==> src/rtl/fifo_frame_reader.sv <==
// Frame reader: once the upstream FIFO holds a full frame, bursts FRAME_LEN samples out of it
// and streams them downstream with first/last markers through a 2-entry output buffer.
module fifo_frame_reader #(
  parameter int unsigned DATA_WIDTH  = 16,
  parameter int unsigned LEVEL_WIDTH = 12,
  parameter int unsigned FRAME_LEN   = 256
) (
  input  logic                   rd_clk,
  input  logic                   rd_rst,
  output logic                   fifo_rd_en,
  input  logic [DATA_WIDTH-1:0]  fifo_rd_data,
  input  logic                   fifo_rd_empty,
  input  logic [LEVEL_WIDTH-1:0] fifo_rd_water_level,
  output logic                   m_valid,
  input  logic                   m_ready,
  output logic [DATA_WIDTH-1:0]  m_data,
  output logic                   m_first,
  output logic                   m_last,
  output logic                   underrun,
  output logic [15:0]            frame_cnt
);

  localparam int unsigned CntW = $clog2(FRAME_LEN + 1);
  localparam logic [CntW-1:0] LastIdx = CntW'(FRAME_LEN - 1);
  localparam logic [CntW-1:0] FrameLen = CntW'(FRAME_LEN);

  typedef enum logic [1:0] {StIdle, StBurst, StDrain} state_e;

  state_e                state_q;
  logic [CntW-1:0]       req_cnt_q;
  logic [CntW-1:0]       cap_idx_q;
  logic                  in_flight_q;
  logic                  skid_valid_q;
  logic                  skid_first_q;
  logic                  skid_last_q;
  logic [DATA_WIDTH-1:0] skid_data_q;

  logic       pop;
  logic       push;
  logic       push_first;
  logic       push_last;
  logic       out_free;
  logic       start;
  logic [1:0] occupancy;

  always_comb begin
    pop        = m_valid & m_ready;
    push       = in_flight_q;
    push_first = (cap_idx_q == '0);
    push_last  = (cap_idx_q == LastIdx);
    out_free   = !m_valid || m_ready;
    // A beat leaving this cycle frees its slot, which keeps reads flowing at one per cycle.
    occupancy  = 2'(m_valid) + 2'(skid_valid_q) + 2'(in_flight_q) - 2'(pop);
    start      = (32'(fifo_rd_water_level) >= FRAME_LEN) && !fifo_rd_empty;
    fifo_rd_en = (state_q == StBurst) && (req_cnt_q < FrameLen) && !fifo_rd_empty &&
                 (occupancy < 2'd2);
  end

  always_ff @(posedge rd_clk) begin
    if (rd_rst) begin
      state_q      <= StIdle;
      req_cnt_q    <= '0;
      cap_idx_q    <= '0;
      in_flight_q  <= 1'b0;
      skid_valid_q <= 1'b0;
      skid_first_q <= 1'b0;
      skid_last_q  <= 1'b0;
      skid_data_q  <= '0;
      m_valid      <= 1'b0;
      m_data       <= '0;
      m_first      <= 1'b0;
      m_last       <= 1'b0;
      underrun     <= 1'b0;
      frame_cnt    <= '0;
    end else begin
      in_flight_q <= fifo_rd_en;

      unique case (state_q)
        StIdle: begin
          if (start) begin
            state_q   <= StBurst;
            req_cnt_q <= '0;
          end
        end
        StBurst: begin
          if (fifo_rd_empty) begin
            underrun <= 1'b1;
          end
          if (fifo_rd_en) begin
            req_cnt_q <= req_cnt_q + CntW'(1);
            if (req_cnt_q == LastIdx) begin
              state_q <= StDrain;
            end
          end
        end
        StDrain: begin
          if (pop && m_last) begin
            state_q   <= StIdle;
            frame_cnt <= frame_cnt + 16'd1;
          end
        end
        default: state_q <= StIdle;
      endcase

      // Frame position of each returning word; wraps on the last one so every frame restarts at 0.
      if (push) begin
        cap_idx_q <= push_last ? '0 : cap_idx_q + CntW'(1);
      end

      if (out_free) begin
        if (skid_valid_q) begin
          m_valid      <= 1'b1;
          m_data       <= skid_data_q;
          m_first      <= skid_first_q;
          m_last       <= skid_last_q;
          skid_valid_q <= push;
          if (push) begin
            skid_data_q  <= fifo_rd_data;
            skid_first_q <= push_first;
            skid_last_q  <= push_last;
          end
        end else if (push) begin
          m_valid <= 1'b1;
          m_data  <= fifo_rd_data;
          m_first <= push_first;
          m_last  <= push_last;
        end else begin
          m_valid <= 1'b0;
          m_first <= 1'b0;
          m_last  <= 1'b0;
        end
      end else if (push) begin
        // Output is stalled; the credit limit guarantees the skid entry is free here.
        skid_valid_q <= 1'b1;
        skid_data_q  <= fifo_rd_data;
        skid_first_q <= push_first;
        skid_last_q  <= push_last;
      end
    end
  end

endmodule

==> config.mk <==
export PLATFORM = sky130hd
export DESIGN_NAME = fifo_frame_reader
export DESIGN_NICKNAME = d
export VERILOG_FILES = /design/src/rtl/fifo_frame_reader.sv
export SDC_FILE = /design/constraint.sdc
export NUM_CORES = 1
export LEC_CHECK = 0
export ABC_AREA = 1
export BUFFER_PORTS_ARGS = -buffer_cell sky130_fd_sc_hd__buf_2
export CAP_MARGIN = 5
export CORE_MARGIN = 8
export CORE_UTILIZATION = 55
export CTS_BUF_LIST = sky130_fd_sc_hd__clkbuf_8
export DETAILED_ROUTE_END_ITERATION = 8
export PLACE_DENSITY = 0.79
export SYNTH_ARGS = -nofsm -noshare
export SYNTH_HDL_FRONTEND = slang
export SYNTH_SLANG_ARGS = --single-unit
==> constraint.sdc <==
create_clock -name rd_clk -period 2.1 [get_ports rd_clk]
set_input_delay 0.42 -clock rd_clk [delete_from_list [all_inputs] [get_ports rd_clk]]
set_output_delay 0.42 -clock rd_clk [all_outputs]
set_load 0.05 [all_outputs]
Yosys cells after proc, flatten, opt, wreduce, memory -nomap -nowiden
Index checks and enable logic that the tools add are counted.
{ "classes": {"eq_ne": 9, "magnitude_cmp": 3, "add_sub_neg": 6, "n_reduce_logical": 18, "muxes": 29, "n_bitwise": 1} }
{ "op_table": {"columns": ["cell", "n"], "rows": [
  ["16-bit two-way mux", 5],
  ["9-bit two-way mux", 3],
  ["9-bit by 1-bit adder with 9-bit output (second input constant)", 2],
  ["9-bit by 8-bit == test with 1-bit output (second input constant)", 2],
  ["9-bit one-hot mux with 2 select lines", 1],
  ["16-bit by 1-bit adder with 16-bit output (second input constant)", 1],
  ["1-bit two-way mux", 15],
  ["12-bit by 9-bit >= comparator with 1-bit output (second input constant)", 1],
  ["9-bit zero test", 1],
  ["9-bit < comparator (second input constant)", 1],
  ["2-bit two-way mux", 4],
  ["2-bit != test (second input constant)", 4],
  ["2-bit one-hot mux with 3 select lines", 1],
  ["2-bit AND reduction", 3],
  ["2-bit nonzero test", 3],
  ["1-bit logical AND", 5],
  ["4-bit AND reduction", 1],
  ["3-bit AND reduction", 1],
  ["1-bit by 1-bit adder with 2-bit output", 1],
  ["2-bit by 1-bit adder with 2-bit output", 1],
  ["2-bit by 1-bit == test with 1-bit output (second input constant)", 1],
  ["2-bit == test (second input constant)", 1],
  ["1-bit zero test", 2],
  ["2-bit zero test", 1],
  ["5 further kinds", 5]
]} }
{ "totals": {"inputBits": 32, "out_inout_bits": 37, "regBits": 76} }

Longest topological paths before layout
{ "logic_depth": {"depth_word": 7, "depth_mapped": 13, "depth_no_buf": 13} }

Worst setup path before layout
No wires, ideal clock.
{ "synth_timing": {"path_type": "reg2out", "startpoint": "register m_valid", "endpoint": "output fifo_rd_en", "t_required_ns": 1.680, "arrival_time_ns": 1.917, "n_path_buf": 0, "slack_ns": -0.237, "stages_incl_launch_ff": 11, "path_cell_list": "dfxtp_1 -> nand2_1 -> inv_1 -> ha_1 -> inv_1 -> ha_1 -> nand2_1 -> nand2_1 -> nand2_1 -> nand3_2 -> inv_1"} }
{ "synth_between": {"elab_chain_len": 5, "elab_cells_between_ends": 6, "cone_classes": "add/sub (3); order compare (1); bitwise (1); reduce/logical (1)"} }
{ "synth_lines": {"columns": ["item", "line_no", "rtl"], "rows": [
  ["start: declaration", "14", "output logic m_valid,"],
  ["start signal: assignment", "69", "m_valid <= 1'b0;"],
  ["start signal: assignment", "112", "m_valid <= 1'b1;"],
  ["start signal: assignment", "123", "m_valid <= 1'b1;"],
  ["1-bit by 1-bit adder with 2-bit output", "53", "occupancy = 2'(m_valid) + 2'(skid_valid_q) + 2'(in_flight_q) - 2'(pop);"],
  ["2-bit by 1-bit adder with 2-bit output", "53", null],
  ["2-bit by 1-bit subtractor with 2-bit output *", "53", null],
  ["2-bit < comparator *", "56", "(occupancy < 2'd2);"],
  ["1-bit logical AND *", "55", "fifo_rd_en = (state_q == StBurst) && (req_cnt_q < FrameLen) && !fifo_rd_empty &&"],
  ["end: declaration", "10", "output logic fifo_rd_en,"]
]} }
Every way passes the cells marked *; elsewhere a longest branch is shown, timed or not.

Worst setup path after layout
Ends and elaborated chain as after synthesis.

==> metrics.md <==
| Metric | Value |
|---|---|
| Comb pwr share | `8.9%` |
| Syn_area_per_cell | `7.12 µm²` |
| Failing checks | `setup timing` |
| Tmin final | `between 2 and 2.5 ns` |
| Post-Layout Cell Count | `around 630` |
| CTS Root Cell | `clkbuf_8` |
| Status | `finished with violations` |
| Final count of hold timing violations | `0` |
| Part of the power in registers | `approximately half` |
| Nets | `around 600` |
| Fillcell total | `roughly 510` |
| CTS Buf Count | `9` |
| Switching Power | `between 0.7 and 0.8 mW` |
| Number of synthesized flops with an enable pin | `0` |
| I/O pins | `69` |
| Total nets after synthesis | `between 500 and 600` |
| DRC Markers | `0` |
| Crit Path Category | `reg2out` |
| P_int | `roughly 2.1 mW` |
| Peak Freq | `around 450 MHz` |
| Layout area overhead | `19.6%` |
| Layout cells sized above 1 | `21.3%` |
| Final period util | `107%` |
| Routed wire per std cell | `around 13 µm` |
| Worst-Margin Slew | `between 0.6 and 0.7 ns` |
| Gr ovfl total | `0` |
| Total GRT Usage | `a little under a fifth` |
| Slew Limit Fails | `0` |
| PortBufs | `60` |
| Most frequent cell after synthesis | `nand2_1` |
| Final wirelength | `8190 µm` |
| Worst Setup Start Kind | `flip-flop` |
| Post-synthesis cell count | `around 480` |
| Post-synth ARST share | `0%` |
| First-pass GRT wire length | `roughly 14,000 µm` |
| Clock power frac | `approximately 40%` |
| Clk pin slew, worst setup/hold paths | `approximately 0.08 ns` |
| Antenna Violating Nets Remaining | `0` |
| Synth cell types | `35` |
| Clock Tree Buf Depth | `2` |
| Worst vdd ir | `428 µV` |
| Die height | `95.0 µm` |
| Core area | `roughly 6000 µm²` |
| Initial DRC count | `184` |
| Sw Share | `between 20% and 30%` |
| Power per cell area | `around 700 nW/µm²` |
| Rel. slew slack | `about 54%` |
| Setup violators final | `1` |
| Final worst setup slack | `-0.141 ns` |
| Util after Layout | `roughly 69%` |
| Arr. time, crit path | `approximately 1.8 ns` |
| LEAKAGE | `~1.8 nW` |
| Pin count of the biggest net entering global routing | `33` |
| # diodes | `0` |
| Initial antenna violation count | `0` |
| Clk sinks | `between 70 and 80` |
| Post-DR vias/cell | `between 5 and 6` |
| Vias | `between 3,000 and 4,000` |
| Commonest cells in the netlist | `nand2_1, nor2_1, dfxtp_1` |
| Top cell type's share of synthesized area | `roughly 44%` |
| Sequential area share after synthesis | `around 44%` |
| Clk_skew | `between 0.008 and 0.009 ns` |
| Area leader, netlist | `dfxtp_1` |
| Placed cells | `approximately 610` |
| Site Rows | `28` |
| H-tree Lvls | `3` |
| Clock Latency Late Sink | `approximately 0.35 ns` |
| Critical Path Sink Type | `primary output` |
| HP Class | `in2reg` |
| Chip Width | `around 95 µm` |
| DP HPWL | `between 5000 and 6000 µm` |
| Synthesized flop and latch total | `76` |
| Max FO, Critical Path | `2` |
| Area contributors post-synth | `dfxtp_1, nand2_1, nor2_1, o21ai_0, inv_1` |
| Mapped Area | `around 3400 µm²` |
| Die ar. | `9030 µm²` |
| Number of global-route vias before repair | `between 3,000 and 4,000` |
| Crit path required time | `about 1.7 ns` |
| Initial DRT Pass Iterations | `5` |
| Gpl congestion | `about 0.8` |
| Starting Density | `between 50% and 60%` |
| Primary FF master, synth | `dfxtp_1` |
| RSZ-0062 raised after global routing | `yes` |
| YS warnings | `0` |
| MaxCap Viol Count | `0` |
| TritonCTS clock tree | `built` |
power by group through the flow:
stage          Clock, mW  Combinational (mW)  Sequential [mW]
6_report            1.12               0.255             1.48
5_1_grt             1.21               0.279             1.48
4_1_cts             1.15               0.251             1.48
3_5_place_dp           0               0.246             1.51
3_3_place_gp           0               0.241             1.51
2_1_floorplan          0               0.105             1.57
sequential cells by signal, indices dropped and copies added, names as in the netlist, 2 cells and up:
signal and count:
frame_cnt 16, m_data 16, skid_data_q 16, cap_idx_q 9
req_cnt_q 9, state_q 2
metal layers:
layer / vias to the layer above / wire length (µm) / track usage [%]
li1: 1698 / - / -
met1: 1551 / 3550 / 22.5
met2: 75 / 4000 / 32.2
met3: 12 / 500 / 4.40
met4: 0 / 145 / 7.93
met5: - / 0 / 0
cell families (layout without fill, tap and decap cells):
family	Yosys count	in the layout	share of synthesized area, %
flip-flops	76	76	44.3
buffers and inverters	69	140	8.24
adder cells (fa/ha/maj)	7	7	2.55
AND/OR/NAND/NOR	223	223	27.6
XOR/XNOR	5	5	1.28
AO/OA/AOI/OAI	102	102	16.1
layout make-up:
class	instances	area, µm²	share of cell area, %
clock inverter	6	63.8	1.55
tap	75	93.8	2.28
clock buffer	10	138	3.35
multi-input combinational	337	1670	40.6
timing repair buffer	74	428	10.4
sequential	76	1520	37.1
inverter	50	194	4.72
critical path, stage by stage, from the launching register on:
cell and delay [ns]:
dfxtp_2 0.33, nand2_2 0.05, inv_2 0.04, ha_4 0.25
inv_2 0.04, ha_4 0.25, nand2_2 0.05, nand2_1 0.06
nand2_1 0.06, nand3_2 0.09, clkinvlp_4 0.10, buf_8 0.15
through the flow:
stage / cell area, µm² / power [mW] / setup slack (ns) / hold slack, ns / setup TNS, ns
after floorplan: 3440 / 1.68 / 0.0384 / 0.444 / 0
after global placement: 3850 / 1.76 / -0.121 / 0.449 / -0.125
after detailed placement: 3850 / 1.76 / -0.164 / 0.449 / -0.597
after CTS: 4070 / 2.88 / -0.201 / 0.293 / -0.201
after global routing: 4110 / 2.97 / -0.247 / 0.310 / -0.247
final: 4110 / 2.86 / -0.141 / 0.307 / -0.141
path summary, 6_finish.rpt:
kind,cells past startpoint,end,slack (ns),from
max,11,fifo_rd_en,-0.14,m_valid$_SDFFE_PP0N_
min reg2reg,1,underrun$_SDFFE_PP0P_,0.47,underrun$_SDFFE_PP0P_
min,3,skid_data_q[5]$_SDFFE_PP0P_,0.31,fifo_rd_data[5]
max reg2reg,14,req_cnt_q[1]$_SDFFE_PP0P_,0.20,m_valid$_SDFFE_PP0N_
cell usage in the layout (no fill, tap or decap), types with 2 or more instances in the layout:
cell / n
clkinvlp_4: 3
xor2_1: 4
nand2_1: 98
nand4_1: 6
o21ai_0: 49
nor2_4: 3
dfxtp_2: 2
nor3_1: 6
a21oi_2: 2
inv_1: 41
a21oi_1: 28
buf_4: 13
dfxtp_1: 74
buf_2: 59
nand2_2: 5
inv_2: 7
a31oi_1: 17
ha_1: 5
nor2_1: 82
nand3_1: 16
ha_4: 2
clkbuf_8: 10
clkinv_2: 2
what timing repair did:
| item | CTS | global route |
|---|---|---|
| setup buffers | 1 | 0 |
| pin swaps | 1 | 4 |
| gates resized for setup | 4 | 8 |
| endpoints found under the setup margin | 1 | 6 |
| cloned | 0 | 0 |
| hold buffers | 0 | 0 |
(Power assumes the default switching activity.)
